`config.mk`:
```
export PLATFORM = sky130hd
export DESIGN_NAME = mem_read_unit
export DESIGN_NICKNAME = d
export VERILOG_FILES = /design/src/rtl/mem_read_unit.sv
export SDC_FILE = /design/constraint.sdc
export NUM_CORES = 1
export LEC_CHECK = 0
export ABC_AREA = 1
export BUFFER_PORTS_ARGS = -buffer_cell sky130_fd_sc_hd__buf_2
export CAP_MARGIN = 20
export CORE_MARGIN = 10
export CORE_UTILIZATION = 53
export CTS_CLUSTER_DIAMETER = 100
export DETAILED_ROUTE_END_ITERATION = 8
export PLACE_DENSITY = 0.8
export SLEW_MARGIN = 20
export SYNTH_ARGS = -nofsm -noshare
export SYNTH_HDL_FRONTEND = slang
export SYNTH_SLANG_ARGS = --single-unit
```
`constraint.sdc`:
```
create_clock -name clk -period 1.5 [get_ports clk]
set_input_delay 0.3 -clock clk [delete_from_list [all_inputs] [get_ports clk]]
set_output_delay 0.3 -clock clk [all_outputs]
set_load 0.02 [all_outputs]
```
`src/rtl/mem_read_unit.sv`:
```
// rtl/mem_read_unit.sv - sequential load path: one read strobe, fixed latency, extract and extend
module mem_read_unit #(
    parameter  int DATA_W = 32,
    parameter  int LAT    = 2,
    localparam int OFF_W  = $clog2(DATA_W / 8)
) (
    input  logic              clk,
    input  logic              reset_n,
    input  logic              start,
    input  logic [2:0]        mode,
    input  logic [OFF_W-1:0]  offset,
    output logic              mem_rd,
    input  logic [DATA_W-1:0] mem_rdata,
    output logic              busy,
    output logic              done,
    output logic              err,
    output logic [DATA_W-1:0] data_out
);

    typedef enum logic [1:0] {S_IDLE, S_WAIT, S_DONE} state_t;

    localparam logic [2:0] M_LW  = 3'b000;
    localparam logic [2:0] M_LH  = 3'b001;
    localparam logic [2:0] M_LHU = 3'b010;
    localparam logic [2:0] M_LB  = 3'b011;
    localparam logic [2:0] M_LBU = 3'b100;

    state_t              state_q, state_d;
    logic [3:0]          cnt_q, cnt_d;
    logic [2:0]          mode_q, mode_d;
    logic [OFF_W-1:0]    off_q, off_d;
    logic                mem_rd_q, mem_rd_d;
    logic                done_q, done_d;
    logic                err_q, err_d;
    logic [DATA_W-1:0]   data_q, data_d;

    logic                illegal;
    logic [DATA_W-1:0]   shifted;
    logic [DATA_W-1:0]   ext;

    always_comb begin
        illegal = (mode > M_LBU)
               || (((mode == M_LH) || (mode == M_LHU)) && offset[0])
               || ((mode == M_LW) && (offset != '0));
    end

    // Little-endian: the addressed field lands in the low bits after shifting by 8*offset.
    always_comb begin
        shifted = mem_rdata >> {off_q, 3'b000};
        case (mode_q)
            M_LH:    ext = DATA_W'($signed(shifted[15:0]));
            M_LHU:   ext = DATA_W'(shifted[15:0]);
            M_LB:    ext = DATA_W'($signed(shifted[7:0]));
            M_LBU:   ext = DATA_W'(shifted[7:0]);
            default: ext = mem_rdata;
        endcase
    end

    always_comb begin
        state_d  = state_q;
        cnt_d    = cnt_q;
        mode_d   = mode_q;
        off_d    = off_q;
        mem_rd_d = 1'b0;
        done_d   = 1'b0;
        err_d    = err_q;
        data_d   = data_q;
        case (state_q)
            S_IDLE: begin
                if (start) begin
                    if (illegal) begin
                        state_d = S_DONE;
                        done_d  = 1'b1;
                        err_d   = 1'b1;
                        data_d  = '0;
                    end else begin
                        state_d  = S_WAIT;
                        mode_d   = mode;
                        off_d    = offset;
                        cnt_d    = 4'(LAT - 1);
                        mem_rd_d = 1'b1;
                    end
                end
            end
            S_WAIT: begin
                if (cnt_q == 4'd0) begin
                    state_d = S_DONE;
                    done_d  = 1'b1;
                    err_d   = 1'b0;
                    data_d  = ext;
                end else begin
                    cnt_d = cnt_q - 4'd1;
                end
            end
            default: begin
                state_d = S_IDLE;
            end
        endcase
    end

    always_ff @(posedge clk or negedge reset_n) begin
        if (!reset_n) begin
            state_q  <= S_IDLE;
            cnt_q    <= 4'd0;
            mode_q   <= 3'b000;
            off_q    <= '0;
            mem_rd_q <= 1'b0;
            done_q   <= 1'b0;
            err_q    <= 1'b0;
            data_q   <= '0;
        end else begin
            state_q  <= state_d;
            cnt_q    <= cnt_d;
            mode_q   <= mode_d;
            off_q    <= off_d;
            mem_rd_q <= mem_rd_d;
            done_q   <= done_d;
            err_q    <= err_d;
            data_q   <= data_d;
        end
    end

    assign mem_rd   = mem_rd_q;
    assign busy     = (state_q != S_IDLE);
    assign done     = done_q;
    assign err      = err_q;
    assign data_out = data_q;

endmodule

```
# Word-level counts from Yosys, hierarchy flattened
# Cells that the tools add are included.
# op_classes
muxes	24
magnitude_cmp	1
n_addsub	1
n_eq_ne	12
reduce_logical	15
bitwise_logic	1
n_shift	1
# ops
operator	count
32-bit case mux with 4 select lines	1
32-bit 2-to-1 mux	3
32-bit case mux with 2 select lines	1
32-bit by 5-bit >> shifter with 16-bit output	1
4-bit 2-to-1 mux	3
2-bit != test (second input constant)	5
3-bit by 2-bit == test with 1-bit output (second input constant)	3
1-bit 2-to-1 mux	9
4-bit case mux with 2 select lines	1
4-bit AND reduction	2
3-bit by 1-bit == test with 1-bit output (second input constant)	2
2-bit 2-to-1 mux	3
2-bit nonzero test	3
4-bit zero test	1
1-bit case mux with 2 select lines	2
2-bit case mux with 2 select lines	1
4-bit by 1-bit subtractor with 4-bit output (second input constant)	1
3-bit == test (second input constant)	1
3-bit greater-than comparator (second input constant)	1
3-bit zero test	1
1-bit logical OR	3
3-bit AND reduction	1
2-bit by 1-bit == test with 1-bit output (second input constant)	1
1-bit logical AND	2
other kinds (3)	3
# word_totals
out_inout_bits	36
regBits	46
wordCells	63

# Depth between registers and ports, before layout
# depth
depth_word	8
depth_mapped	11
ltp_nobuf	10

# Worst setup path before layout
# No wires, ideal clock.
# synth_path
kind	reg-to-reg
startpoint	reg cnt_q[0]
endpoint	reg data_q[21], in the netlist data_out[21]
setup_ns	0.116
stages_incl_launch_ff	11
n_path_buf	1
required_ns	1.384
path_slack_ns	0.133
t_arrival_ns	1.251
path_cell_list	dfrtp_1 > inv_1 > ha_1 > nand2_2 > nand2_1 > nand2_1 > inv_2 > nand2_4 > buf_2 > nand2_1 > nand2_1
# synth_via
elab_chain_cells	3
# synth_lines
element	line	source
start: declaration	29	logic [3:0] cnt_q, cnt_d;
start signal: assignment	113	cnt_q <= cnt_d;
4-bit zero test	86	if (cnt_q == 4'd0) begin
2-bit != test (no source line)	-	
4-bit AND reduction (no source line)	-	
end signal: assignment	119	data_q <= data_d;
end: declaration	35	logic [DATA_W-1:0] data_q, data_d;
# No other way between the ends.
# A chain may end at the register's enable or synchronous reset.

# Worst setup path in the final report
# layout_path
startpoint	reg cnt_q[0]
endpoint	reg data_q[27], in the netlist data_out[27]
# The elaborated chain is that of the path after synthesis.

==> metrics.md <==
| Metric | Value |
|---|---|
| Outcome | `complete, no violations` |
| Sw Ratio | `49.96%` |
| Internal power | `4.088 mW` |
| Ys flop type | `dfrtp_1` |
| Clock transition at path regs | `0.09 ns` |
| Core Rows | `26` |
| Most frequent cells in the layout | `nand2_1, buf_2, dfrtp_1, o21ai_0, nor2_1` |
| Setup crit start kind | `flop` |
| Relative slew slack | `82.10%` |
| Drt initial violations | `182` |
| Most common cell after layout, fill and taps aside | `nand2_1` |
| Sequential Power Share | `26.2%` |
| Ant diodes | `0` |
| #FFs+latches synth | `46` |
| Worst r2r src | `cnt_q[0]$_DFFE_PN0P_` |
| Cell Area, Synth | `2810 um2` |
| Critical path type | `reg2reg` |
| Fin nets | `535` |
| Die height | `92.82 um` |
| Final Cycle Share | `97.63%` |
| Hold Vio Cnt, Final | `0` |
| Logic gate share of total power | `64.1%` |
| Area share of fa/ha/maj cells after synthesis | `0.4452%` |
| Clock root cell | `clkbuf_8` |
| Post-layout min period | `1.464 ns` |
| Buffer depth of the longest clock path | `2` |
| Die Width | `92.82 um` |
| DRC viols | `0` |
| CTS H-tree lvls | `2` |
| First-pass GRT wire length | `13670 um` |
| Avg Inst Size Synth | `6.922 um2` |
| Share of layout cells above drive strength 1 | `30.51%` |
| Ports | `76` |
| Synth top area share | `40.96%` |
| Post-synthesis compound-gate area fraction | `11.93%` |
| Number of synthesized flops with an enable pin | `0` |
| Final wirelength | `8481 um` |
| GRT overflow | `0` |
| Sum Neg Setup Slack | `0 ns` |
| RSZ-0062 raised after global routing | `true` |
| Total core area | `5140 um2` |
| TritonCTS Sinks | `46` |
| Largest family of logic cells by synthesized area | `simple AND/OR/NAND/NOR gates` |
| Arrival @ worst endpoint | `1.71 ns` |
| Simple-Gate Fraction of Synth Area | `36.38%` |
| VDD IR max | `0.001272 V` |
| CTS tree | `done` |
| Wire length per cell | `15.01 um` |
| CP Capture Type | `flop` |
| Initial Utilization | `54.67%` |
| Vias | `2924` |
| Post-route core utilization | `70.30%` |
| Reg2Reg Setup Slack | `0.04 ns` |
| Post-Synth XOR/XNOR Area | `0.6233%` |
| Sequential fraction of the synthesis area | `40.96%` |
| Post-route ant nets | `0` |
| P_leak | `2.053 nW` |
| Largest net degree at the start of global routing | `47` |
| Synth area leaders | `dfrtp_1, nand2_1, o21ai_0` |
| Vias in the first global route | `2874` |
| F_max | `682.8 MHz` |
| Post-synthesis mux area share | `0%` |
| Setup violators final | `0` |
| Max FO, Critical Path | `8` |
| Max Cap Violations | `0` |
| Area post-placement | `3274 um2` |
| GPL Wtd Cong | `0.9214` |
| Least-Margin Pin Slew | `0.2657 ns` |
| Hold WC Path Type | `in2reg` |
| Hold wc startpoint | `offset[1]` |
| Hold path cells | `3` |
| Global Route Usage Sum | `19.37%` |
| Crit Reg-Reg Endpoint | `data_out[27]$_DFFE_PN0P_` |
| PwrDens | `2261 nW/um2` |
| Die area | `8615 um2` |
| Port bufs | `75` |
| Initial antenna violation count | `0` |
| Clock Latency Late Sink | `0.30 ns` |
| Mapped Cells | `406` |
| Critical Path RT | `1.75 ns` |
| Finished layout cell area | `3613 um2` |
| Hold Crit Endpoint | `off_q[1]$_DFFE_PN0P_` |
| Layout area overhead | `28.58%` |
| Post-synth cell types | `28` |
| TritonRoute pass-1 iters | `5` |
| Register-to-Register Path Depth | `11` |
| Post-synth top area cell | `dfrtp_1` |
| Hpwl dp | `6016 um` |
| Sw Pwr | `4.082 mW` |
| Max Slew Vio Count | `0` |
| Final setup skew | `0.008040 ns` |
| Power share of the clock group | `9.7%` |
| Via-per-instance ratio | `5.175` |
| Syn Nets | `447` |
| Async S/R FF share, synth | `100.0%` |
| Synth warn | `0` |
| Cts bufs inserted | `5` |
-- worst max-delay path by stage --
| stage | start | end | slack, ns | depth (start not counted) |
|---|---|---|---|---|
| 2_1_floorplan | cnt_q[0]$_DFFE_PN0P_ | data_out[21]$_DFFE_PN0P_ | 0.13 | 10 |
| 4_1_cts | cnt_q[1]$_DFFE_PN0P_ | data_out[21]$_DFFE_PN0P_ | 0.005 | 10 |
| 3_3_place_gp | cnt_q[1]$_DFFE_PN0P_ | data_out[24]$_DFFE_PN0P_ | 0.06 | 11 |
| 3_5_place_dp | cnt_q[1]$_DFFE_PN0P_ | data_out[30]$_DFFE_PN0P_ | -0.03 | 11 |
| 5_1_grt | cnt_q[0]$_DFFE_PN0P_ | data_out[27]$_DFFE_PN0P_ | -0.04 | 11 |
| 6_report | cnt_q[0]$_DFFE_PN0P_ | data_out[27]$_DFFE_PN0P_ | 0.04 | 11 |
-- state kept, by name, summed over array words and instances (netlist names) --
signal    cells
state_q       2
off_q         2
mode_q        3
data_out     32
cnt_q         4
done          1
mem_rd        1
err           1
-- logic make-up (layout without fill, tap and decap cells) --
kind of cell / Yosys count / count (layout)
AND/OR/NAND/NOR: 246 / 246
AO/OA/AOI/OAI: 63 / 63
buffers and inverters: 48 / 137
flip-flops: 46 / 46
XOR/XNOR: 2 / 2
adder cells (fa/ha/maj): 1 / 1
-- Yosys cell counts, types with 2 or more instances --
cell type	count
nor2_2	2
o211ai_1	4
nor2_4	3
inv_4	2
buf_6	7
inv_1	23
inv_2	4
nand2_2	8
o21ai_1	15
buf_2	3
a21oi_1	4
clkbuf_2	2
nor2_1	40
nand2_1	175
nand3_1	11
nand3_2	3
dfrtp_1	46
buf_4	6
nand2_4	2
o21ai_0	38
-- per-stage QoR --
stage	worst slack [ns]	hold slack, ns	total power [mW]	cells
after floorplan	0.1327	0.004409	5.378	406
after global placement	0.05982	0.2956	6.476	548
after detailed placement	-0.03252	0.3012	6.594	548
after CTS	0.005135	0.2236	7.649	559
after global routing	-0.04419	0.2308	8.861	565
final	0.03552	0.2294	8.169	565
-- worst max-delay path, stage by stage, from the launching register on --
cell	delay (ns)
dfrtp_1	0.40
inv_2	0.08
ha_4	0.15
nand2_4	0.08
nand2_4	0.08
nand2_4	0.06
inv_4	0.07
nand2_8	0.08
clkbuf_16	0.18
nor2_2	0.09
nand2_1	0.07
nand2_1	0.07
-- power groups by stage --
stage / clock network, mW / logic [mW] / registers [mW]
floorplan: 0 / 2.88 / 2.50
global placement: 0 / 4.39 / 2.08
detailed placement: 0 / 4.49 / 2.11
CTS: 0.803 / 4.75 / 2.10
global route: 0.864 / 5.80 / 2.20
finish: 0.793 / 5.23 / 2.14
-- timing repair --
action,in CTS,in global routing
endpoints found under the hold margin,46,0
endpoints found under the setup margin,15,39
gates resized for setup,9,33
cloned,1,2
hold buffers,1,0
buffers inserted,1,5
pin swaps,1,4
-- layout make-up --
| cell class | count | area [um2] |
|---|---|---|
| Clock buffer | 7 | 86.33 |
| Tap cell | 70 | 87.58 |
| Multi-Input combinational cell | 312 | 1494 |
| Inverter | 30 | 125.1 |
| Clock inverter | 1 | 5.005 |
| Sequential cell | 46 | 1155 |
| Fill cell | 450 | 1526 |
| Timing Repair Buffer | 99 | 660.6 |
-- routing by layer --
layer | GRT usage (%) | part of all wire, % | vias to the layer above | routed length (um)
met1 | 23.04 | 41 | 1340 | 3458
met3 | 6.215 | 8.5 | 19 | 722
li1 | - | - | 1445 | -
met4 | 6.941 | 2.2 | 0 | 184
met5 | 0 | 0 | - | 0
met2 | 32.01 | 49 | 120 | 4116
Power figures use the tool's default switching activity.
